--- src/rtl/mult_pkg.sv ---
// Shared definitions for the radix-4 Booth multiplier: default width, FSM
// encoding and Booth window codes used by the datapath and the control model.
package mult_pkg;

   localparam int WIDTH = 32;
   localparam int ITERS = WIDTH / 2;

   typedef enum logic [1:0] {
      IDLE = 2'd0,
      RUN  = 2'd1,
      DONE = 2'd2
   } state_t;

   localparam logic [2:0] BW_NOP_0   = 3'b000;
   localparam logic [2:0] BW_ADD_M_0 = 3'b001;
   localparam logic [2:0] BW_ADD_M_1 = 3'b010;
   localparam logic [2:0] BW_ADD_2M  = 3'b011;
   localparam logic [2:0] BW_SUB_2M  = 3'b100;
   localparam logic [2:0] BW_SUB_M_0 = 3'b101;
   localparam logic [2:0] BW_SUB_M_1 = 3'b110;
   localparam logic [2:0] BW_NOP_1   = 3'b111;

   typedef struct packed {
      logic add;
      logic sub;
      logic shift_mcand;
   } booth_cmd_t;

   // Window-to-command mapping the control unit is expected to apply.
   function automatic booth_cmd_t booth_decode(input logic [2:0] window);
      booth_cmd_t cmd;
      cmd = '0;
      case (window)
         BW_ADD_M_0, BW_ADD_M_1: cmd.add = 1'b1;
         BW_ADD_2M: begin
            cmd.add         = 1'b1;
            cmd.shift_mcand = 1'b1;
         end
         BW_SUB_2M: begin
            cmd.sub         = 1'b1;
            cmd.shift_mcand = 1'b1;
         end
         BW_SUB_M_0, BW_SUB_M_1: cmd.sub = 1'b1;
         default: cmd = '0;
      endcase
      return cmd;
   endfunction

endpackage

--- src/rtl/booth_addend_sel.sv ---
// Combinational Booth addend: sign-extends M to WIDTH+2 bits, optionally
// doubles it and optionally negates it (two's complement).
module booth_addend_sel
   import mult_pkg::*;
#(
   parameter int WIDTH = mult_pkg::WIDTH
) (
   input  logic [WIDTH-1:0] mcand,
   input  logic             shift_mcand,
   input  logic             negate,
   output logic [WIDTH+1:0] addend
);

   genvar gi;

   logic [WIDTH+1:0] mcand_ext;
   logic [WIDTH+1:0] magnitude;

   assign mcand_ext[WIDTH-1:0] = mcand;
   for (gi = WIDTH; gi < WIDTH + 2; gi++) begin : g_sext
      assign mcand_ext[gi] = mcand[WIDTH-1];
   end

   // Two guard bits keep -2*min_int and +2*max_int representable.
   assign magnitude = shift_mcand ? {mcand_ext[WIDTH:0], 1'b0} : mcand_ext;
   assign addend    = negate ? (~magnitude + 1'b1) : magnitude;

endmodule

--- src/rtl/booth_mult_datapath.sv ---
// Radix-4 Booth multiplier datapath driven by an external control unit.
// Define MULT_OVF_EN to compute the overflow flag; otherwise it is tied low.
module booth_mult_datapath
   import mult_pkg::*;
#(
   parameter int WIDTH = mult_pkg::WIDTH
) (
   input  logic             clock,
   input  logic             reset,
   input  logic             start,
   input  logic [WIDTH-1:0] multiplicand,
   input  logic [WIDTH-1:0] multiplier,
   input  logic             ctrl_add,
   input  logic             ctrl_sub,
   input  logic             ctrl_shift_mcand,
   input  logic             ctrl_shift_product,
   input  logic             ctrl_nop,
   output logic [2:0]       booth_bits,
   output logic             ctrl_start,
   output logic [WIDTH-1:0] product,
   output logic             overflow,
   output logic             result_valid
);

   localparam int N_ITERS = WIDTH / 2;
   localparam int CNT_W   = $clog2(N_ITERS) + 1;
   localparam int PW      = 2 * WIDTH + 3;
   localparam logic [CNT_W-1:0] ITERS_C = CNT_W'(N_ITERS);

   genvar gi;

   state_t           state_reg, state_next;
   logic [PW-1:0]    p_reg, p_next;
   logic [WIDTH-1:0] m_reg, m_next;
   logic [CNT_W-1:0] count_reg, count_next;
   logic [WIDTH-1:0] product_reg, product_next;
   logic             overflow_reg, overflow_next;
   logic             valid_reg, valid_next;
   logic             ctrl_start_reg, ctrl_start_next;

   logic [WIDTH+1:0] acc_cur;
   logic [WIDTH+1:0] acc_new;
   logic [WIDTH+1:0] addend;
   logic             do_acc;
   logic [PW-1:0]    p_acc;
   logic [PW-1:0]    p_shift;
   logic [CNT_W-1:0] count_inc;
   logic             ovf_calc;

   booth_addend_sel #(
      .WIDTH (WIDTH)
   ) u_addend_sel (
      .mcand       (m_reg),
      .shift_mcand (ctrl_shift_mcand),
      .negate      (ctrl_sub),
      .addend      (addend)
   );

   // add+sub together is an illegal command and collapses to a nop.
   assign acc_cur   = p_reg[PW-1:WIDTH+1];
   assign do_acc    = (ctrl_add ^ ctrl_sub) & ~ctrl_nop;
   assign acc_new   = do_acc ? (acc_cur + addend) : acc_cur;
   assign p_acc     = {acc_new, p_reg[WIDTH:0]};
   assign p_shift   = {{2{p_acc[PW-1]}}, p_acc[PW-1:2]};
   assign count_inc = count_reg + 1'b1;

`ifdef MULT_OVF_EN
   logic [WIDTH+2:0] ovf_bits;
   for (gi = 0; gi < WIDTH + 3; gi++) begin : g_ovf
      assign ovf_bits[gi] = p_shift[WIDTH+gi] ^ p_shift[WIDTH];
   end
   assign ovf_calc = |ovf_bits;
`else
   assign ovf_calc = 1'b0;
`endif

   always_comb begin
      state_next      = state_reg;
      p_next          = p_reg;
      m_next          = m_reg;
      count_next      = count_reg;
      product_next    = product_reg;
      overflow_next   = overflow_reg;
      valid_next      = valid_reg;
      ctrl_start_next = 1'b0;

      if (start) begin
         m_next          = multiplicand;
         p_next          = {{(WIDTH+2){1'b0}}, multiplier, 1'b0};
         count_next      = '0;
         product_next    = '0;
         overflow_next   = 1'b0;
         valid_next      = 1'b0;
         ctrl_start_next = 1'b1;
         state_next      = RUN;
      end else if (state_reg == RUN) begin
         if (ctrl_shift_product) begin
            p_next     = p_shift;
            count_next = count_inc;
            if (count_inc == ITERS_C) begin
               product_next  = p_shift[WIDTH:1];
               overflow_next = ovf_calc;
               valid_next    = 1'b1;
               state_next    = DONE;
            end
         end else begin
            p_next = p_acc;
         end
      end
   end

   always_ff @(posedge clock) begin
      if (reset) begin
         state_reg      <= IDLE;
         p_reg          <= '0;
         m_reg          <= '0;
         count_reg      <= '0;
         product_reg    <= '0;
         overflow_reg   <= 1'b0;
         valid_reg      <= 1'b0;
         ctrl_start_reg <= 1'b0;
      end else begin
         state_reg      <= state_next;
         p_reg          <= p_next;
         m_reg          <= m_next;
         count_reg      <= count_next;
         product_reg    <= product_next;
         overflow_reg   <= overflow_next;
         valid_reg      <= valid_next;
         ctrl_start_reg <= ctrl_start_next;
      end
   end

   assign booth_bits   = p_reg[2:0];
   assign ctrl_start   = ctrl_start_reg;
   assign product      = product_reg;
   assign overflow     = overflow_reg;
   assign result_valid = valid_reg;

endmodule
--- config.mk ---
export PLATFORM = sky130hd
export DESIGN_NAME = booth_mult_datapath
export DESIGN_NICKNAME = d
export VERILOG_FILES = /design/src/rtl/mult_pkg.sv /design/src/rtl/booth_addend_sel.sv /design/src/rtl/booth_mult_datapath.sv
export SDC_FILE = /design/constraint.sdc
export NUM_CORES = 1
export LEC_CHECK = 0
export CAP_MARGIN = 30
export CORE_MARGIN = 3
export CORE_UTILIZATION = 58
export DETAILED_ROUTE_END_ITERATION = 8
export GPL_TIMING_DRIVEN = 0
export PLACE_DENSITY_LB_ADDON = 0.25
export SKIP_LAST_GASP = 1
export SYNTH_ARGS = -nofsm -noshare
export SYNTH_HDL_FRONTEND = slang
export SYNTH_HIERARCHICAL = 1
export SYNTH_SLANG_ARGS = --single-unit
--- constraint.sdc ---
create_clock -name clock -period 7.54 [get_ports clock]
set_clock_uncertainty 0.1 [all_clocks]
set_input_delay 1.885 -clock clock [delete_from_list [all_inputs] [get_ports clock]]
set_output_delay 1.885 -clock clock [all_outputs]
set_load 0.005 [all_outputs]
==> results of run 1 <==
-- timing repair --
| action | CTS | global route |
|---|---|---|
| gates resized for setup | 11 | 20 |
| buffers inserted | 0 | 1 |
| hold buffers | 0 | 0 |
| pin swaps | 0 | 1 |
| setup endpoints to repair | 23 | 17 |
-- cells by family (layout without fill, tap and decap cells) --
logic type / count (synthesis) / after routing / synth area share
compound gates: 391 / 391 / 0.2581
xor+xnor: 39 / 39 / 0.03394
fa+ha+maj: 37 / 37 / 0.04674
buf+inv: 134 / 273 / 0.05532
mux: 82 / 82 / 0.08354
other cells: 1 / 1 / 0.0003726
flops: 139 / 139 / 0.2765
simple gates: 520 / 520 / 0.2455
-- final cells by class --
class / instances / area share
Buffer: 110 / 0.03917
Clock buffer: 17 / 0.03486
Clock inverter: 15 / 0.01846
Inverter: 24 / 0.007383
Multi-Input combinational cell: 1070 / 0.5617
Sequential cell: 139 / 0.2281
Tap cell: 220 / 0.02256
Timing Repair Buffer: 107 / 0.08778
-- final timing paths --
path	start	to	slack, ps	cells after the start
worst min register to register	p_reg[0]$_SDFFE_PP0P_	p_reg[0]$_SDFFE_PP0P_	360	2
worst max register to register	m_reg[3]$_SDFFE_PP0P_	p_reg[64]$_SDFFE_PP0P_	2040	15
worst max-delay path	ctrl_shift_mcand	p_reg[64]$_SDFFE_PP0P_	490	22
worst min-delay path	p_reg[0]$_SDFFE_PP0P_	p_reg[0]$_SDFFE_PP0P_	360	2
-- power by group through the flow --
stage	sequential, mW	clock, mW	combinational [mW]
finish	0.787	0.928	0.570
global route	0.790	0.965	0.612
CTS	0.786	0.931	0.541
detailed placement	0.802	0	0.534
global placement	0.801	0	0.526
floorplan	0.794	0	0.373
-- through the flow --
| stage | instance area [um2] | power, mW | hold slack, ps | setup TNS [ps] | util |
|---|---|---|---|---|---|
| 2_1_floorplan | 10060 | 1.167 | 336.7 | 0 | - |
| 6_report | 12200 | 2.285 | 359.9 | 0 | 0.7280 |
| 3_3_place_gp | 11400 | 1.327 | 349.6 | -24070 | 0.6803 |
| 5_1_grt | 12200 | 2.366 | 371.8 | 0 | 0.7280 |
| 4_1_cts | 12090 | 2.258 | 359.9 | 0 | 0.7216 |
| 3_5_place_dp | 11400 | 1.336 | 351.1 | -24580 | 0.6803 |
-- critical path: cells and delay by family --
kind                     cells  cell delay [ps]
adder cells (fa/ha/maj)      2              590
multiplexers                 1              320
buffers and inverters        6             1330
AND/OR/NAND/NOR              4              730
AO/OA/AOI/OAI                9             2400
-- cell usage in the layout, fill, tap and decap left out, types with 5 or more instances in the layout --
cell / synthesis / routed
a31oi_1: 10 / 10
xor2_1: 21 / 21
nor3_1: 35 / 33
nor4_2: 3 / 5
o21ai_1: 7 / 7
nor2b_1: 11 / 11
nand2_1: 157 / 156
o211ai_1: 21 / 21
a21oi_1: 135 / 134
buf_1: 11 / 10
clkdlybuf4s50_1: 0 / 105
a311oi_1: 14 / 11
a211oi_1: 26 / 25
a21o_1: 9 / 9
or3_1: 13 / 13
nand3b_1: 5 / 5
clkbuf_1: 79 / 77
nor2_1: 171 / 171
nand3_1: 23 / 23
dfxtp_1: 139 / 139
o21a_1: 13 / 13
or2_2: 10 / 10
o21ai_0: 56 / 56
o311ai_0: 7 / 7
ha_1: 36 / 36
nor4_1: 16 / 13
xnor2_1: 18 / 18
a211o_1: 6 / 6
and3_1: 10 / 10
o31ai_1: 17 / 16
o22ai_1: 7 / 7
mux2i_1: 78 / 78
nand2b_1: 11 / 11
nand4_1: 17 / 17
clkbuf_16: 0 / 17
and2_1: 7 / 7
buf_2: 12 / 12
buf_4: 4 / 5
or4_1: 5 / 5
inv_1: 24 / 24
-- synth_stat cells (all sizes together) (7+ instances only) --
master / instances
o31ai: 17
o311ai: 8
or2: 11
dfxtp: 139
and2: 9
nor2b: 11
nand4: 17
a21oi: 136
or3: 14
nor4: 20
clkbuf: 80
o21a: 13
a211oi: 28
xor2: 21
nor3: 36
buf: 30
a21o: 9
nand2b: 11
nand2: 158
a31oi: 10
o22ai: 7
a311oi: 14
mux2i: 78
ha: 36
nand3: 23
nor2: 171
o21ai: 63
inv: 24
xnor2: 18
o211ai: 21
and3: 10
-- per-layer routing --
layer,vias to the layer above,share of wire,global-route usage
li1,5153,-,-
met1,5081,0.41,0.4687
met2,587,0.45,0.5456
met3,126,0.092,0.06793
met4,0,0.039,0.1553
met5,-,0,0
==> summary.md, run 1 <==
| Metric | Value |
|---|---|
| Status | finished, final reports clean |
| H-tree depth | 4 |
| Ranking of synthesized cells by area | dfxtp_1 (28%), mux2i_1 (7.8%), a21oi_1 (6.7%), nor2_1 (6.4%), nand2_1 (5.9%) |
| First-pass GRT wire length | between 50 and 60 mm |
| VDD IR max | a little under 0.0002 V |
| Syn_area_per_cell | about 7.5 um2 |
| Yosys warns | 6 |
| Max Cap Viol | 0 |
| Post-synth EDFFs | 0 |
| Worst-Margin Slew | between 900 and 1000 ps |
| Clock Path Buffers | 2 |
| Pre-Repair DR Iteration Count | 7 |
| Cells after DPL | 1,669 |
| Initial antenna violation count | 0 |
| Largest register FFs | between 60 and 70 |
| # fillers | 1,344 |
| Die area | approximately 19,000 um2 |
| HP Class | reg2reg |
| Post-synth ARST share | 0 |
| Largest net degree at the start of global routing | 17 |
| Clock insertion delay at the later pin of the skew report | 440 ps |
| Die Y-Extent | about 140 um |
| Vias in the first global route | 10,010 |
| Synth Instances | between 1,000 and 1,500 |
| Number of nets in the layout | 1,578 |
| Main flop type after synthesis | dfxtp_1 |
| Int Pwr | between 1.5 and 2 mW |
| DP HPWL | 24.98 mm |
| Max stage delay on crit path | 370 ps |
| CP cell instances | dlymetal6s2s_1 -> clkbuf_4 -> clkbuf_4 -> clkbuf_4 -> nor2b_1 -> inv_1 -> ha_1 -> nor3b_4 -> nand4_1 -> buf_4 -> o311ai_0 -> o21ai_0 -> a221oi_2 -> ha_1 -> a21oi_1 -> o221ai_1 -> a21oi_1 -> nand3b_1 -> o2111a_1 -> a211oi_2 -> mux2i_1 -> o211ai_1 |
| Clock share of power | 0.406 |
| Post-synthesis sequential area ratio | 0.2765 |
| Ant. Diodes | 0 |
| Non-filler instance count after layout | 1,702 |
| Layout area overhead | 21.23% |
| Sequential Power Share | 0.344 |
| Comb pwr share | 0.249 |
| Crit path DAT | 7240 ps |
| Starting Density | 0.6005 |
| Sw Ratio | 0.3369 |
| Row Count | 47 |
| Startpoint types | input port |
| TritonCTS clock tree | built |
| PwrDens | 187.3 nW/um2 |
| Seq cells post-synth | 139 |
| Min Tclk post-route | 7053 ps |
| Synth cell types | 95 |
| Critical path's most frequent cell | clkbuf_4 |
| Share of the synthesized area in the top cell type | 0.2765 |
| Vias/cell | 6.432 |
| Pre-CTS setup slack | -1462 ps |
| Register area | 2783 um2 |
| CP required | ~7700 ps |
| RSZ-0062 raised after global routing | no |
| CP max-delay cell | a221oi_2 |
| Switching power | 0.7699 mW |
| Worst Setup End Kind | register |
| IO buf count | 106 |
| Drt wl/cell | 20.09 um |
| Routability cong. | 0.9904 |
| Slew HR | 0.3883 |
| Total CTS buffers | 17 |
| Crit-path max FO | 10 |
| Post-route ant nets | 0 |
| WL final | between 30 and 40 mm |
| Final period util | 0.9354 |
| Starting DRT DRC Count | 1,234 |
| Mapped Nets | 1,452 |
| Multi-input logic area | 6854 um2 |
| Post-route setup slack | 487.1 ps |
| Global route total overflow | 0 |
| Largest area contributor in the netlist | dfxtp_1 |
| Hold Fails Final Rpt | 0 |
| Max Transition Viols Final | 0 |
| CP Class | in2reg |
| Leakage | 4.533 nW |
| Worst-path clk slew | around 60 ps |
| Core ar. | 16,760 um2 |
| Clk sinks | between 100 and 150 |
| Max Clk Rate | 0.1418 GHz |
| Layout cells sized above 1 | 0.07287 |
| DIE WIDTH | 137.7 um |
| Total GRT Usage | 0.3495 |
| Post-Synthesis Cell Area | 10,060 um2 |
| DRC Markers | 0 |
| Vias post-DR | roughly 11,000 |
| Final setup fails | 0 |
| Clk root buf | clkbuf_16 |
| I/O pin count | 110 |
Power figures use the tool's default switching activity.
==> inputs of run 2 (changes only) <==
Settings changed: CORE_MARGIN 3 to default, CORE_UTILIZATION 58 to 52.
Clock period 7.54 ns to 6.4 ns, I/O delays scaled along.
==> run 2 against run 1 <==
  * Critical endpoint is now p_reg[66]$_SDFFE_PP0P_
  * Clock power rose by 9%
  * Setup slack got worse by 370 ps
  * Flip-flop and latch count did not move
==> summary.md, run 2 (synthesis gave the netlist of run 1 again) <==
| Metric | Value |
|---|---|
| Crit-path max FO | 10 (unchanged) |
| Finished Cell Area | 12,450 um2 (was 12,200 um2) |
| Die area | 19,910 um2 (was 18,970 um2) |
| Commonest non-fill, non-tap cells in the layout | nor2_1 (171), nand2_1 (156), dfxtp_1 (139), a21oi_1 (131), clkdlybuf4s50_1 (105) (was nor2_1 (171), nand2_1 (156), dfxtp_1 (139), a21oi_1 (134), clkdlybuf4s50_1 (105)) |
| Clock Path Buffers | 2 (unchanged) |
| Die Y-Extent | 141.1 um (was 137.7 um) |
| VDD IR max | 0.0001754 V (was 0.0001988 V) |
| WHS | 361.2 ps (was 359.9 ps) |
| Global route total overflow | 0 (unchanged) |
| Crit path DAT | 6540 ps (was 7240 ps) |
| Largest register FFs | 67 (unchanged) |
| Number of nets in the layout | 1,586 (was 1,578) |
| Worst Setup End Kind | register (unchanged) |
| Min Tclk post-route | 6280 ps |
| Clk sinks | 139 (unchanged) |
| I/O pin count | 110 (unchanged) |
| Layout cells sized above 1 | 0.09262 (was 0.07287) |
| HP Class | reg2reg (unchanged) |
| Final setup fails | 0 (unchanged) |
| Post-route setup slack | 120.4 ps (was 487.1 ps) |
| Worst-path clk slew | 60 ps (about the same) |
| WL final | 34.00 mm (was 34.20 mm) |
| H-tree depth | 4 (unchanged) |
| Ant. Diodes | 0 (unchanged) |
| Most common cell after layout, fill and taps aside | nor2_1 (unchanged) |
| Pre-CTS setup slack | -2190 ps (was -1462 ps) |
| Worst-Margin Slew | 933.7 ps (was 904.8 ps) |
| Initial antenna violation count | 1 (was 0) |
| DP HPWL | 24.82 mm (was 24.98 mm) |
| Startpoint types | input port (unchanged) |
| Row Count | 50 (was 47) |
| DRC Markers | 0 (unchanged) |
| Final period util | 0.9812 |
| Vias post-DR | 10,850 (was 10,950) |
| Total GRT Usage | 0.3403 (was 0.3495) |
| Status | finished, final reports clean (unchanged) |
| Layout area overhead | 23.73% (was 21.23%) |
| Clock insertion delay at the later pin of the skew report | 440 ps (about the same) |
| Post-route ant nets | 0 (unchanged) |
| Total CTS buffers | 17 (unchanged) |
| Routability cong. | 1.021 (was 0.9904) |
| Pre-Repair DR Iteration Count | 6 (was 7) |
| CP Class | in2reg (unchanged) |
| Hold Buf Count CTS | 0 (unchanged) |
| Largest net degree at the start of global routing | 18 (was 17) |
| Drt wl/cell | 19.43 um (was 20.09 um) |
| CP required | 6660 ps (was 7730 ps) |
| Starting DRT DRC Count | 1,157 (was 1,234) |
| PwrDens | 211.4 nW/um2 (was 187.3 nW/um2) |
| TritonCTS clock tree | built (unchanged) |
| IO buf count | 106 (unchanged) |
| Fin util | 0.6613 (was 0.7280) |
| DIE WIDTH | 141.1 um (was 137.7 um) |
| Placed cell areas | 11,450 um2 (was 11,400 um2) |
| Vias/cell | 6.197 (was 6.432) |
| Slew HR | 0.3776 (was 0.3883) |
| Max Transition Viols Final | 0 (unchanged) |
| Hold Fails Final Rpt | 0 (unchanged) |
| Max Cap Viol | 0 (unchanged) |
| Leakage | 4.563 nW (was 4.533 nW) |
| Max Clk Rate | 0.1592 GHz |
| Starting Density | 0.5345 (was 0.6005) |
| Vias in the first global route | 9,994 (was 10,010) |
| Core ar. | 18,830 um2 (was 16,760 um2) |
| Clk root buf | clkbuf_16 (unchanged) |
| First-pass GRT wire length | 52.91 mm (was 52.26 mm) |
-- run 2: worst paths after layout --
path	startpoint	end	slack [ps]	depth (start not counted)
setup / recovery	ctrl_shift_mcand	p_reg[66]$_SDFFE_PP0P_	120	24
hold / removal	p_reg[0]$_SDFFE_PP0P_	p_reg[0]$_SDFFE_PP0P_	360	2
setup reg to reg	m_reg[3]$_SDFFE_PP0P_	p_reg[66]$_SDFFE_PP0P_	1100	16
hold reg to reg	p_reg[0]$_SDFFE_PP0P_	p_reg[0]$_SDFFE_PP0P_	360	2
-- run 2: through the flow --
step	std cells	total power, mW	TNS (ps)
finish	1750	2.633	0
global route	1750	2.737	-160.1
CTS	1744	2.580	0
detailed placement	1709	1.576	-45850
global placement	1709	1.569	-45220
floorplan	1343	1.375	0
-- run 2: timing repair --
action                     4_1_cts  5_1_grt
setup buffers                    3        7
gates resized for setup         25       45
setup endpoints to repair       30       21
pin swaps                        3       12
-- run 2: where the power goes --
part	leakage, nW	total (mW)	internal, mW	switching, mW
clock	0.281	1.01	0.525	0.483
combinational	3.15	0.697	0.268	0.429
sequential	1.13	0.928	0.895	0.0325
-- run 2: cell type report --
cell class              count  area, um2
flip-flops and latches    139       2783
clock buffers              17      425.4
plain buffers             109      491.7
clock inverters            15      170.2
multi-input cells        1070       7030
fillers                  1660       6377
well taps                 260      325.3
repair buffers            116       1137
inverters                  24      90.09
-- run 2: per-layer routing --
| layer | track usage | share of wire | up-vias |
|---|---|---|---|
| met5 | 0 | 0 | - |
| met4 | 0.1550 | 0.039 | 0 |
| met3 | 0.06997 | 0.087 | 109 |
| met2 | 0.5284 | 0.45 | 496 |
| met1 | 0.4524 | 0.43 | 5071 |
| li1 | - | - | 5169 |
-- run 2: critical path: stages --
cell             delay, ps
clkdlybuf4s15_2        270
clkbuf_8               210
buf_6                  180
clkbuf_8               210
nor2b_1                 80
inv_1                   60
ha_2                   230
nor3b_4                240
nand4_1                270
buf_4                  260
or2_2                  300
o31ai_2                200
a221oi_2               100
ha_4                   360
nand4_1                130
buf_4                  180
nor4_4                 250
o31a_1                 380
buf_4                  180
o2111a_1               200
a211oi_2                50
buf_4                  150
or3_1                  300
a21oi_1                140
==> inputs of run 3 (changes only) <==
Settings changed: GPL_ROUTABILITY_DRIVEN from default to 0, SKIP_CTS_REPAIR_TIMING from default to 1.
==> run 3 against run 2 <==
  * Non-clock buffer count is 6 lower
  * Utilization decreased by 0.086 points
  * Register-to-register slack worse by 50 ps
  * Sequential power about the same
  * Clock power increased by 9.9%
  * Die area did not move
  * Sequential share of layout area is essentially flat
  * First-iteration DRC count increased by 41%
==> summary.md, run 3 (synthesis gave the netlist of run 1 again) <==
| Metric | Value |
|---|---|
| Clk root buf | clkbuf_16 (unchanged) |
| R2R cell count | 14 (was 16) |
| Pre-CTS setup slack | -1971 ps (was -2190 ps) |
| FF-to-FF Start | m_reg[3]$_SDFFE_PP0P_ (unchanged) |
| Final setup fails | 0 (unchanged) |
| Grt met1 use | 0.4357 (was 0.4524) |
| Die area | 19,910 um2 (unchanged) |
| Global route total overflow | 0 (unchanged) |
| Total GRT Usage | 0.3342 (was 0.3403) |
| Core ar. | 18,830 um2 (unchanged) |
| Starting Density | 0.5345 (unchanged) |
| Vias/cell | 6.423 (was 6.197) |
| PwrDens | 219.7 nW/um2 (was 211.4 nW/um2) |
| Reg2reg setup slack | 1050 ps (was 1100 ps) |
| Max Cap Viol | 0 (unchanged) |
| Startpoint types | input port (unchanged) |
| Ant. Diodes | 0 (unchanged) |
| Max Transition Viols Final | 0 (unchanged) |
| Crit path DAT | 6550 ps (was 6540 ps) |
| First-pass GRT wire length | 52.27 mm (was 52.91 mm) |
| VDD IR max | 0.0001761 V (was 0.0001754 V) |
| IO buf count | 106 (unchanged) |
| Slew HR | 0.4057 (was 0.3776) |
| Initial antenna violation count | 1 (unchanged) |
| Leakage | 4.569 nW (was 4.563 nW) |
| Worst-Margin Slew | 891.5 ps (was 933.7 ps) |
| Commonest non-fill, non-tap cells in the layout | nor2_1 (171), nand2_1 (156), dfxtp_1 (139), a21oi_1 (131), clkdlybuf4s50_1 (105) (unchanged) |
| Clock insertion delay at the later pin of the skew report | 440 ps (about the same) |
| Max Clk Rate | 0.1575 GHz (was 0.1592 GHz) |
| Vias in the first global route | 9,905 (was 9,994) |
| Final period util | 0.9922 (was 0.9812) |
| CP Class | in2reg (unchanged) |
| Grt met2 use | 0.5284 (unchanged) |
| Min Tclk post-route | 6350 ps (was 6280 ps) |
| Crit-path max FO | 10 (unchanged) |
| Met3 usage | 0.07235 (was 0.06997) |
| Clock Path Buffers | 2 (unchanged) |
| Post-route ant nets | 0 (unchanged) |
| Layout cells sized above 1 | 0.09030 (was 0.09262) |
| HP Class | reg2reg (unchanged) |
| DRC Markers | 0 (unchanged) |
| Largest register FFs | 67 (unchanged) |
| Worst Setup End Kind | register (unchanged) |
| # fillers | 1,607 (was 1,660) |
| DP HPWL | 24.47 mm (was 24.82 mm) |
| Non-filler instance count after layout | 1,744 (was 1,750) |
| Reg-to-Reg End | p_reg[64]$_SDFFE_PP0P_ (was p_reg[66]$_SDFFE_PP0P_) |
| Worst Setup EP | p_reg[64]$_SDFFE_PP0P_ (was p_reg[66]$_SDFFE_PP0P_) |
| Row Count | 50 (unchanged) |
| Cells after DPL | 1,709 (unchanged) |
| Top Usage Layer GRT | met2 (unchanged) |
| CP Launch Point | ctrl_shift_mcand (unchanged) |
| Hold Fails Final Rpt | 0 (unchanged) |
| Layout area overhead | 23.57% (was 23.73%) |
| DIE WIDTH | 141.1 um (unchanged) |
| Starting DRT DRC Count | 1,631 (was 1,157) |
| Status | finished, final reports clean (unchanged) |
| Number of nets in the layout | 1,580 (was 1,586) |
| Vias post-DR | 11,200 (was 10,850) |
| Largest net degree at the start of global routing | 17 (was 18) |
| Post-route setup slack | 49.82 ps (was 120.4 ps) |
| I/O pin count | 110 (unchanged) |
| Drt wl/cell | 19.80 um (was 19.43 um) |
| TritonCTS clock tree | built (unchanged) |
| WL final | 34.54 mm (was 34.00 mm) |
| Die Y-Extent | 141.1 um (unchanged) |
| Pre-Repair DR Iteration Count | 6 (unchanged) |
| Most common cell after layout, fill and taps aside | nor2_1 (unchanged) |
| Clk sinks | 139 (unchanged) |
| H-tree depth | 4 (unchanged) |
| Total CTS buffers | 17 (unchanged) |
| Worst-path clk slew | 70 ps (was 60 ps) |
| CP required | 6600 ps (was 6660 ps) |
-- run 3: cell count changes in the layout (fill, tap and decap cells not counted), sizes merged --
| cell | change |
|---|---|
| bufinv | +3 |
| clkinvlp | -3 |
| buf | -4 |
| clkinv | -1 |
| clkdlybuf4s15 | -1 |
| clkbuf | -1 |
| inv | +1 |
-- run 3: stage by stage --
stage | hold slack [ps] | TNS, ps | power [mW] | area (um2) | utilization
after global routing | 395.6 | -411.3 | 2.824 | 12440 | 0.6605
after global placement | 357.8 | -39820 | 1.561 | 11450 | 0.6082
after CTS | 366.9 | -28640 | 2.666 | 12100 | 0.6425
after detailed placement | 357.5 | -41440 | 1.573 | 11450 | 0.6082
final | 366.0 | 0 | 2.733 | 12440 | 0.6605
after floorplan | 336.7 | 0 | 1.375 | 10070 | -
-- run 3: worst max-delay path, stage by stage --
cell	delay, ps
clkbuf_2	160
buf_4	210
clkbuf_4	250
mux2i_1	320
ha_2	300
nor3b_4	270
nand4_1	130
buf_4	210
o311ai_0	310
o21ai_0	180
a221oi_2	490
ha_4	300
nand4_1	180
o221ai_1	220
a21oi_2	240
nor4bb_4	340
a211oi_1	150
or3_1	360
a31oi_1	190
o211ai_1	120
-- run 3: worst min path at each step --
stage                             endpoint              startpoint  slack, ps  cells after the start
finish               p_reg[0]$_SDFFE_PP0P_   p_reg[0]$_SDFFE_PP0P_        370                      2
global route        p_reg[36]$_SDFFE_PP0P_  p_reg[36]$_SDFFE_PP0P_        400                      2
CTS                  p_reg[0]$_SDFFE_PP0P_   p_reg[0]$_SDFFE_PP0P_        370                      2
detailed placement   p_reg[0]$_SDFFE_PP0P_   p_reg[0]$_SDFFE_PP0P_        360                      2
global placement     p_reg[0]$_SDFFE_PP0P_   p_reg[2]$_SDFFE_PP0P_        360                      2
floorplan            p_reg[0]$_SDFFE_PP0P_   p_reg[0]$_SDFFE_PP0P_        340                      2
-- run 3: layer usage --
metal,part of all wire,vias to the layer above
li1,-,5168
met1,0.40,5163
met2,0.45,725
met3,0.11,146
met4,0.039,0
met5,0,-
-- run 3: area by class of cell --
class                      instances  area [um2]  share of cell area
inverter                          24       90.09            0.007243
tap                              260       325.3             0.02616
sequential                       139        2783              0.2237
multi-input combinational       1070        7023              0.5647
clock inverter                    15       220.2             0.01771
clock buffer                      17       425.4             0.03421
timing repair buffer             111        1094             0.08793
buffer                           108       476.7             0.03833
-- run 3: where the power goes --
part / switching, mW / internal [mW]
sequential: 0.0317 / 0.896
combinational: 0.435 / 0.264
clock: 0.468 / 0.638
total: 0.935 / 1.80
